$ cat config.mk
export PLATFORM = sky130hd
export DESIGN_NAME = bcd_to_bin
export DESIGN_NICKNAME = d
export VERILOG_FILES = /design/src/rtl/bcd_pkg.sv /design/src/rtl/bcd_digit_adj.sv /design/src/rtl/bcd_to_bin.sv
export SDC_FILE = /design/constraint.sdc
export NUM_CORES = 1
export LEC_CHECK = 0
export CAP_MARGIN = 10
export CORE_UTILIZATION = 50
export CTS_BUF_LIST = sky130_fd_sc_hd__clkbuf_8
export DETAILED_ROUTE_END_ITERATION = 7
export GPL_ROUTABILITY_DRIVEN = 0
export GPL_TIMING_DRIVEN = 0
export PLACE_DENSITY = 0.83
export SYNTH_ARGS = -nofsm -noshare
export SYNTH_HDL_FRONTEND = slang
export SYNTH_SLANG_ARGS = --single-unit
$ cat constraint.sdc
create_clock -name Clock -period 1.75 [get_ports Clock]
set_clock_uncertainty 0.15 [all_clocks]
set_input_delay 0.175 -clock Clock [delete_from_list [all_inputs] [get_ports Clock]]
set_output_delay 0.175 -clock Clock [all_outputs]
set_load 0.01 [all_outputs]
$ cat src/rtl/bcd_pkg.sv
// Shared definitions for the BCD-to-binary converter: widths, iteration
// count, digit correction constants, FSM state encoding and a digit check.
package bcd_pkg;

    localparam int BCD_W      = 12;
    localparam int BIN_W      = 10;
    localparam int WORK_W     = BCD_W + BIN_W;
    localparam int ITER_N     = 10;
    localparam int CNT_W      = 4;
    localparam int DIGIT_W    = 4;
    localparam int ADJ_THRESH = 8;
    localparam int ADJ_OFFSET = 3;

    typedef enum logic [1:0] {
        IDLE  = 2'd0,
        SHIFT = 2'd1,
        DONE  = 2'd2
    } state_e;

    // True when any of the three packed digits is outside 0..9.
    function automatic logic bcd_invalid(input logic [BCD_W-1:0] bcd);
        return (bcd[11:8] > 4'd9) || (bcd[7:4] > 4'd9) || (bcd[3:0] > 4'd9);
    endfunction

endpackage

$ cat src/rtl/bcd_digit_adj.sv
// One digit-field correction step of the reverse double-dabble: after the
// right shift, a field of 8 or more has borrowed a half-ten and loses 3.
module bcd_digit_adj
    import bcd_pkg::*;
(
    input  logic [DIGIT_W-1:0] digit_i,
    output logic [DIGIT_W-1:0] digit_o
);

    assign digit_o = (digit_i >= DIGIT_W'(ADJ_THRESH)) ? (digit_i - DIGIT_W'(ADJ_OFFSET))
                                                        : digit_i;

endmodule

$ cat src/rtl/bcd_to_bin.sv
// Three-digit BCD to 10-bit binary converter. A request is accepted in IDLE,
// the work register is shifted right ten times with per-digit correction,
// and the low ten bits then hold the binary value. Bad digits skip straight
// to DONE with Err raised and BIN untouched.
module bcd_to_bin
    import bcd_pkg::*;
(
    input  logic             Clock,
    input  logic             Resetn,
    input  logic             Start,
    input  logic [BCD_W-1:0] BCD,
    output logic [BIN_W-1:0] BIN,
    output logic             Busy,
    output logic             Done,
    output logic             Err
);

    state_e              state_q, state_d;
    logic [WORK_W-1:0]   work_q, work_d;
    logic [CNT_W-1:0]    cnt_q, cnt_d;
    logic [BIN_W-1:0]    bin_q, bin_d;
    logic                err_q, err_d;

    logic [WORK_W-1:0]   shifted;
    logic [WORK_W-1:0]   adjusted;
    logic [DIGIT_W-1:0]  dig_hi, dig_mid, dig_lo;
    logic                last_iter;
    logic                req_bad;

    assign shifted   = work_q >> 1;
    assign last_iter = (cnt_q == CNT_W'(ITER_N - 1));
    assign req_bad   = bcd_invalid(BCD);

    bcd_digit_adj u_adj_hi (
        .digit_i (shifted[WORK_W-1 -: DIGIT_W]),
        .digit_o (dig_hi)
    );

    bcd_digit_adj u_adj_mid (
        .digit_i (shifted[WORK_W-DIGIT_W-1 -: DIGIT_W]),
        .digit_o (dig_mid)
    );

    bcd_digit_adj u_adj_lo (
        .digit_i (shifted[WORK_W-2*DIGIT_W-1 -: DIGIT_W]),
        .digit_o (dig_lo)
    );

    assign adjusted = {dig_hi, dig_mid, dig_lo, shifted[BIN_W-1:0]};

    // State register with asynchronous abort to IDLE.
    always_ff @(posedge Clock or negedge Resetn) begin
        if (!Resetn) begin
            state_q <= IDLE;
        end else begin
            state_q <= state_d;
        end
    end

    // Next-state decode: accept in IDLE, count ten shifts, single-cycle DONE.
    always_comb begin
        state_d = state_q;
        unique case (state_q)
            IDLE:    if (Start) state_d = req_bad ? DONE : SHIFT;
            SHIFT:   if (last_iter) state_d = DONE;
            DONE:    state_d = IDLE;
            default: state_d = IDLE;
        endcase
    end

    // Status outputs are pure state decodes, so Start/BCD never reach them.
    always_comb begin
        Busy = (state_q != IDLE);
        Done = (state_q == DONE);
    end

    // Datapath next values: load on acceptance, shift/correct while in SHIFT.
    always_comb begin
        work_d = work_q;
        cnt_d  = cnt_q;
        bin_d  = bin_q;
        err_d  = err_q;
        unique case (state_q)
            IDLE: begin
                if (Start) begin
                    if (req_bad) begin
                        err_d = 1'b1;
                    end else begin
                        work_d = {BCD, {BIN_W{1'b0}}};
                        cnt_d  = '0;
                        err_d  = 1'b0;
                    end
                end
            end
            SHIFT: begin
                work_d = adjusted;
                cnt_d  = cnt_q + CNT_W'(1);
                if (last_iter) begin
                    bin_d = adjusted[BIN_W-1:0];
                end
            end
            default: ;
        endcase
    end

    // Datapath registers; reset clears everything so an aborted run leaves no trace.
    always_ff @(posedge Clock or negedge Resetn) begin
        if (!Resetn) begin
            work_q <= '0;
            cnt_q  <= '0;
            bin_q  <= '0;
            err_q  <= 1'b0;
        end else begin
            work_q <= work_d;
            cnt_q  <= cnt_d;
            bin_q  <= bin_d;
            err_q  <= err_d;
        end
    end

    assign BIN = bin_q;
    assign Err = err_q;

endmodule

======== Yosys cells after proc, flatten, opt, wreduce, memory -nomap -nowiden ========
Cells that the tools add are included.
storage, ports and cells
  register bits ........................... 39
  input port bits ......................... 15
  output and inout bits ................... 13
  word-level logic and storage cells ...... 44
cells by class
  add/subtract/negate cells ............... 4
  magnitude comparators ................... 6
  eq/ne operators ......................... 6
  muxes and demuxes ....................... 14
  reduce and logical (&&, ||, !) cells .... 9
operators with widths
  kind                 number
  $mux 22              2
  $pmux 22 s2          1
  $mux 4               5
  $gt 4x4->1 const B   3
  $ge 4x4->1 const B   2
  $pmux 4 s2           1
  $sub 4x2->4 const B  2
  $mux 2               3
  $ne 2x2->1 const B   3
  $reduce_and 2->1     3
  $add 4x1->4 const B  1
  $eq 4x4->1 const B   1
  $ge 3x4->1 const B   1
  $pmux 2 s2           1
  $reduce_bool 2->1    2
  $sub 3x2->4 const B  1
  $reduce_and 3->1     1
  $eq 2x1->1 const B   1
  $eq 2x2->1 const B   1
  $logic_not 2->1      1
  $logic_or 1x1->1     2
  $mux 1               1

======== Logic depth before layout (Yosys ltp) ========
Gate-level depths: netlist of the first run.
  depth in word-level cells ............... 6
  mapped depth ............................ 7
  depth with buffers taken out ............ 6

======== By module ========
Synthesis of the first run repeated with hierarchy kept, for this count alone.
unflattened totals
  cell total of the unflattened synthesis .. 169
  area, all modules ....................... 1866.8 sq um
modules (own cells, without submodules)
  module         instances  cells each  area each (sq um)  seq. area each (sq um)
  bcd_to_bin     1          136         1637.8             950.9
  bcd_digit_adj  3          11          76.3               0.0

======== Worst setup path after synthesis of the first run ========
OpenSTA, ideal clock, no wires.
  path kind ............................... register -> register
  start ................................... reg state_q[1]
  end ..................................... reg bin_q[1], in the netlist BIN[1]
  setup time .............................. 128 ps
  arrival time ............................ 1350 ps
  data required time ...................... 1472 ps
  setup slack ............................. 122 ps
  cell stages (with the launch flop) ...... 5
  buffers on the path ..................... 1
  clock period less this slack ............ 1628 ps
  path through ............................ dfrtp_1 > nand2b_1 > nor3_1 > buf_4 > mux2_1
between the ends
  word-level cells in the longest chain between the ends .. 2
RTL lines
  element                            RTL line           source
  start: declaration                 bcd_to_bin.sv:18   state_e state_q, state_d;
  start signal: assignment           bcd_to_bin.sv:56   state_q <= state_d;
  $eq 2x1->1                         bcd_to_bin.sv:83   unique case (state_q)
  $reduce_and 2->1 (no source line)  -
  end signal: assignment             bcd_to_bin.sv:116  bin_q <= bin_d;
  end: declaration                   bcd_to_bin.sv:21   logic [BIN_W-1:0] bin_q, bin_d;
Every way passes these cells.
A chain may end at the register's enable or synchronous reset.

======== Worst setup path in the final report of the first run ========
  start ................................... reg state_q[0]
  end ..................................... reg work_q[17]
between the ends
  word-level cells in the longest chain between the ends .. 3
  elaborated cells on any way between the ends .. 7
  classes of those cells .................. 3 x eq/ne; 1 x mux; 3 x reduce/logical
RTL lines
  element                                                           RTL line           source
  $eq 2x1->1 or $logic_not 2->1 (tied branches)                     bcd_to_bin.sv:83
  $reduce_bool 2->1 (no source line) or $ne 2x2->1 (tied branches)  -
  $reduce_and 3->1 (no source line)                                 -
  end signal: assignment                                            bcd_to_bin.sv:114  work_q <= work_d;
  end: declaration                                                  bcd_to_bin.sv:19   logic [WORK_W-1:0] work_q, work_d;
Parallel ways exist; a longest one is shown, timed or not.

==> results of run 1 <==
-- power by group --
| part | internal, mW | total [mW] | switching (mW) |
|---|---|---|---|
| registers | 1.21 | 1.53 | 0.325 |
| logic | 0.816 | 1.49 | 0.674 |
| clock network | 0.317 | 0.632 | 0.316 |
| total | 2.34 | 3.65 | 1.31 |
-- metrics by stage --
stage               cells  hold WS (ns)  total power, mW  setup TNS (ns)  cell area [um2]
detailed placement    225         0.166             2.83           -1.85             2100
CTS                   238         0.341             3.52               0             2250
floorplan             152        -0.271             2.38               0             1780
finish                245         0.337             3.65               0             2350
global placement      225         0.318             2.76          -17.48             2110
global route          245         0.351             3.88          -0.320             2350
-- registers in the layout (all words and copies together), names as in the netlist --
signal and cells:
BIN 10, work_q 21, Err 1, state_q 2, cnt_q 4
-- per-layer routing --
metal	track usage (%)	part of all wire [%]	wire (um)
met1	26.6	45	1710
met2	32.0	51	1940
met3	5.88	3.4	128
met4	6.98	0.50	19
met5	0	0	0
-- cell usage in the layout, fill, tap and decap left out, drive strengths merged --
cell type      Yosys  final
clkinvlp           0      1
a21o               1      1
or2                2      2
dlygate4sd2        0      2
xor2               2      2
o21ai             12     12
inv                5      5
o221a              1      1
a22o              12     12
a41oi              1      1
nor2b              2      2
or3                1      1
and2               1      1
ha                 6      6
buf                6     18
and2b              1      1
a221o              2      2
clkinv             0      1
mux2              11     11
nand4              1      1
mux2i              9      9
clkbuf             1      7
xnor2              2      2
nor3               3      3
nor2              10     10
nand3              1      1
dfrtp             38     38
clkdlybuf4s50      0     24
dlygate4sd3        0      1
and3               1      1
a21oi              5      5
nand2             10     10
nand2b             5      5
-- worst paths after layout --
kind	from	end	slack (ns)	cells past startpoint
worst max-delay path	state_q[0]	work_q[17]	0.02	7
worst min-delay path	BIN[3]	BIN[3]	0.34	1
worst max register to register	state_q[0]	work_q[17]	0.02	7
worst min register to register	BIN[3]	BIN[3]	0.34	1
max in group asynchronous	Resetn	state_q[0]	0.52	2
min in group asynchronous	Resetn	Err	0.36	2
-- area by class of cell --
cell class                      instances  area (um2)  area share, %
Sequential cell                        38         953           40.6
Multi-Input combinational cell        102         796           33.8
Timing Repair Buffer                   39         367           15.6
Clock buffer                            6        82.6           3.51
Buffer                                  7        63.8           2.71
Tap cell                               46        57.6           2.45
Inverter                                5        18.8          0.798
Clock inverter                          2        12.5          0.532
-- cell families (layout without fill, tap and decap cells) --
| family | count (synthesis) | after routing | synth area share [%] |
|---|---|---|---|
| compound gates | 34 | 34 | 13.8 |
| simple gates | 38 | 38 | 10.5 |
| buf+inv | 12 | 59 | 4.15 |
| mux | 20 | 20 | 12.0 |
| flops | 38 | 38 | 53.4 |
| xor+xnor | 4 | 4 | 1.97 |
| fa+ha+maj | 6 | 6 | 4.22 |
-- what timing repair did --
item,in CTS,in global routing
setup endpoints to repair,11,24
gates resized for setup,6,15
endpoints found under the hold margin,38,0
gates cloned,0,1
hold buffers,1,0
buffers inserted,4,6
==> flow_summary.json, run 1 <==
{
  "clock-sinks": 38,
  "core.rowCount": 21,
  "grt-ovfl-total": 0,
  "cts_buffers": 5,
  "antenna_found_initial": 0,
  "setup_viol": 0,
  "drt-initial-drc-count": 52,
  "min_period_over_period_pct": 98.9,
  "clock_latency_ns": 0.29,
  "seq_area_frac_synth_pct": 53.4,
  "setup_slack_ns": 0.0197,
  "area_growth_pct": 32.0,
  "grt_pass1_vias": 1198,
  "syn-instance-count": 152,
  "pre_cts_ws_ns": -0.175,
  "cp_common_cell": "buf_6",
  "wl_um": 3800,
  "first_pass_iters": 4,
  "synthTopCellsByCount": "dfrtp_1, a22o_1, o21ai_1",
  "critPathArrivalTime_ns": 1.77,
  "final_util_pct": 69.9,
  "synth_area_um2": 1780,
  "fmax_ghz": 0.578,
  "fill_cells": 262,
  "cp-end-kind": "flop",
  "fp.dieH_um": 61.7,
  "crit_slowest_cell": "dfrtp_2",
  "critPathLaunchType": "flop",
  "power_leakage_nw": 1.12,
  "synth_cell_type_count": 34,
  "maxCapViolations": 0,
  "outcome": "finished clean",
  "grt_usage_pct": 20.2,
  "root_buffer": "clkbuf_8",
  "diodes": 0,
  "cpLargestDelayFamily": "buffers and inverters",
  "dieArea_um2": 3800,
  "drc": 0,
  "h-tree-depth": 2,
  "ant_nets": 0,
  "clk_pin_slew_worst_paths_ns": 0.08,
  "nets": 219,
  "ys.flop_type": "dfrtp_1",
  "die_x_um": 61.7,
  "ir_drop_uv": 759,
  "initial_core_util_pct": 52.9,
  "worst_pin_slew_ns": 0.816,
  "portBuffers": 27,
  "slowest_delay_ns": 0.43,
  "async_flop_share_pct": 100,
  "critPathKind": "flop to flop",
  "synth_area_leader_cell": "dfrtp_1",
  "dr_total_vias": 1307,
  "grt_max_degree": 39,
  "ys_ff_latch": 38,
  "yosysMostFrequentCell": "dfrtp_1",
  "min_period_ns": 1.73,
  "rsz0062_at_grt": "yes",
  "clock_path_buffers": 2,
  "slew_viol_final": 0,
  "viasPerCell": 5.33,
  "dp_hpwl_um": 2340,
  "hold_violations": 0,
  "drive_gt1_share_pct": 19.1,
  "powerDensity_nw_per_um2": 1550,
  "path_cells": "buf_6 -> nor2b_2 -> buf_6 -> a41oi_4 -> buf_6 -> nor2_1 -> o221a_1",
  "syn_nets": 173,
  "coreArea_um2": 3360,
  "synthTopCellsByArea": "dfrtp_1, mux2_1, a22o_1",
  "io_pins": 28,
  "grt_pass1_wl_um": 5380,
  "synth-edff-count": 0,
  "yosys_warnings": 0,
  "hold_path_class": "flop to flop",
  "wl_per_cell_um": 15.5,
  "cp_num_buf_inv": 3,
  "critPathMaxFanout": 9,
  "required_ns": 1.79,
  "avgSynthCellArea_um2": 11.7,
  "relSlewSlack_pct": 45.6,
  "synth.top_cell.area_share_pct": 53.4,
  "cts_tree": "done"
}
No activity file was read; power rests on OpenSTA's default activity.
==> run 2, diff against run 1 <==
--- a/config.mk
+++ b/config.mk
@@ -6,12 +6,12 @@
 export NUM_CORES = 1
 export LEC_CHECK = 0
 export CAP_MARGIN = 10
-export CORE_UTILIZATION = 50
+export CORE_UTILIZATION = 25
 export CTS_BUF_LIST = sky130_fd_sc_hd__clkbuf_8
 export DETAILED_ROUTE_END_ITERATION = 7
 export GPL_ROUTABILITY_DRIVEN = 0
 export GPL_TIMING_DRIVEN = 0
-export PLACE_DENSITY = 0.83
+export PLACE_DENSITY = 0.5
 export SYNTH_ARGS = -nofsm -noshare
 export SYNTH_HDL_FRONTEND = slang
 export SYNTH_SLANG_ARGS = --single-unit
==> run 2 against run 1 <==
  * Via count is 1.5% lower
  * Largest power group is now combinational cells
  * Non-clock buffer count up 3
  * Global-route usage down 9.1 points
  * Worst hold slack got worse by 0.10 ns
  * Core utilization fell by 34 points
  * Fmax is 0.60% higher
  * Final cell count increased by 21%
  * Clock power is 8.5% lower
  * Sequential power about the same
  * Combinational power increased by 3%
  * Setup slack gained 0.010 ns
==> flow_summary.json, run 2 (synthesized netlist as in run 1, its figures left out) <==
{
  "cts_buffers": 5,
  "min_period_ns": 1.72,
  "die_x_um": 86.4,
  "required_ns": 1.77,
  "fmax_ghz": 0.581,
  "io_pins": 28,
  "diodes": 0,
  "hold_path_class": "input pin to asynchronous set/reset pin",
  "power_leakage_nw": 1.15,
  "grt_pass1_wl_um": 6350,
  "wl_um": 3960,
  "critPathLaunchType": "flop",
  "cts_tree": "done",
  "root_buffer": "clkbuf_8",
  "initial_core_util_pct": 26.1,
  "nets": 222,
  "regMostFlops": "work_q",
  "dp_hpwl_um": 2660,
  "cp-end-kind": "flop",
  "rsz0062_at_grt": "yes",
  "grt_usage_pct": 11.1,
  "final_cell_mix": "dfrtp_1, clkdlybuf4s50_1, a22o_1",
  "clock_latency_ns": 0.29,
  "drt-initial-drc-count": 39,
  "area_growth_pct": 36.9,
  "grt-ovfl-total": 0,
  "hold_slack_ns": 0.233,
  "viasPerCell": 4.33,
  "fp.dieH_um": 86.4,
  "hold_violations": 0,
  "clock-sinks": 38,
  "cp_num_buf_inv": 2,
  "drc": 0,
  "largest_reg_flops": 21,
  "slowest_delay_ns": 0.40,
  "core.rowCount": 30,
  "coreArea_um2": 6830,
  "min_period_over_period_pct": 98.3,
  "powerDensity_nw_per_um2": 1490,
  "h-tree-depth": 2,
  "dr_total_vias": 1287,
  "relSlewSlack_pct": 66.7,
  "portBuffers": 27,
  "design_area_um2": 2440,
  "slew_viol_final": 0,
  "ant_nets": 0,
  "worst_pin_slew_ns": 0.500,
  "grt_max_degree": 21,
  "cpLargestDelayFamily": "flip-flops",
  "wl_per_cell_um": 13.3,
  "clock_path_buffers": 2,
  "path_cells": "inv_1 -> ha_1 -> nand2_2 -> nor3_4 -> buf_4 -> mux2_1",
  "dpl_cell_area_um2": 2190,
  "critPathMaxFanout": 5,
  "drive_gt1_share_pct": 20.9,
  "grt_pass1_vias": 1226,
  "ir_drop_uv": 647,
  "antenna_found_initial": 0,
  "maxCapViolations": 0,
  "first_pass_iters": 4,
  "final_common_cell": "dfrtp_1",
  "dieArea_um2": 7460,
  "crit_slowest_cell": "dfrtp_1",
  "clk_pin_slew_worst_paths_ns": 0.08,
  "outcome": "finished clean",
  "critPathArrivalTime_ns": 1.74,
  "setup_viol": 0,
  "critPathKind": "flop to flop"
}
## run 2: cell types whose count changed in the layout (fill, tap and decap cells not counted), sizes merged
cell | previous run | this run
buf | 18 | 19
clkbuf | 7 | 8
clkinv | 1 | 2
clkinvlp | 1 | 0
dlygate4sd2 | 2 | 1
dlymetal6s2s | 0 | 1
## run 2: per-layer routing
layer	part of all wire [%]	routed length [um]	track usage (%)
met1	51	2000	16.5
met2	45	1770	15.5
met3	3.8	149	2.76
met4	0.99	39	4.09
met5	0	0	0
## run 2: worst paths after layout
path	start	end	slack [ns]	cells after the start
min	Resetn	BIN[4]	0.23	2
min in group Clock	BIN[1]	BIN[1]	0.34	1
max in group asynchronous	Resetn	state_q[0]	0.74	3
max	cnt_q[1]	BIN[5]	0.03	6
max reg2reg	cnt_q[1]	BIN[5]	0.03	6
min reg2reg	BIN[1]	BIN[1]	0.34	1
## run 2: stage by stage
| step | setup WS (ns) | util (%) | instances | TNS, ns | total power, mW |
|---|---|---|---|---|---|
| after floorplan | 0.122 | - | 152 | 0 | 2.38 |
| after global placement | -0.680 | 31.8 | 275 | -28.07 | 2.83 |
| after detailed placement | -0.226 | 32.1 | 276 | -2.13 | 2.86 |
| after CTS | 0.000365 | 33.9 | 287 | 0 | 3.49 |
| after global routing | -0.0444 | 35.7 | 297 | -0.320 | 3.90 |
| final | 0.0299 | 35.7 | 297 | 0 | 3.63 |
## run 2: what timing repair did
| item | CTS | global route |
|---|---|---|
| hold buffers | 1 | 0 |
| hold endpoints to repair | 19 | 0 |
| gates resized for setup | 5 | 17 |
| cloned | 0 | 2 |
| setup buffers | 3 | 8 |
| pin swaps | 0 | 3 |
| setup endpoints to repair | 12 | 21 |
## run 2: layout make-up
| cell class | count | area (um2) |
|---|---|---|
| Fill cell | 708 | 4390 |
| Sequential cell | 38 | 953 |
| Multi-Input combinational cell | 102 | 795 |
| Timing Repair Buffer | 42 | 403 |
| Tap cell | 96 | 120 |
| Clock buffer | 5 | 68.8 |
| Buffer | 7 | 68.8 |
| Inverter | 5 | 18.8 |
| Clock inverter | 2 | 10.0 |
## run 2: where the power goes
group          internal (mW)  switching [mW]  leakage [nW]  total [mW]
Sequential              1.21           0.301         0.493        1.51
Combinational          0.849           0.694         0.612        1.54
Clock                  0.268           0.310        0.0438       0.578
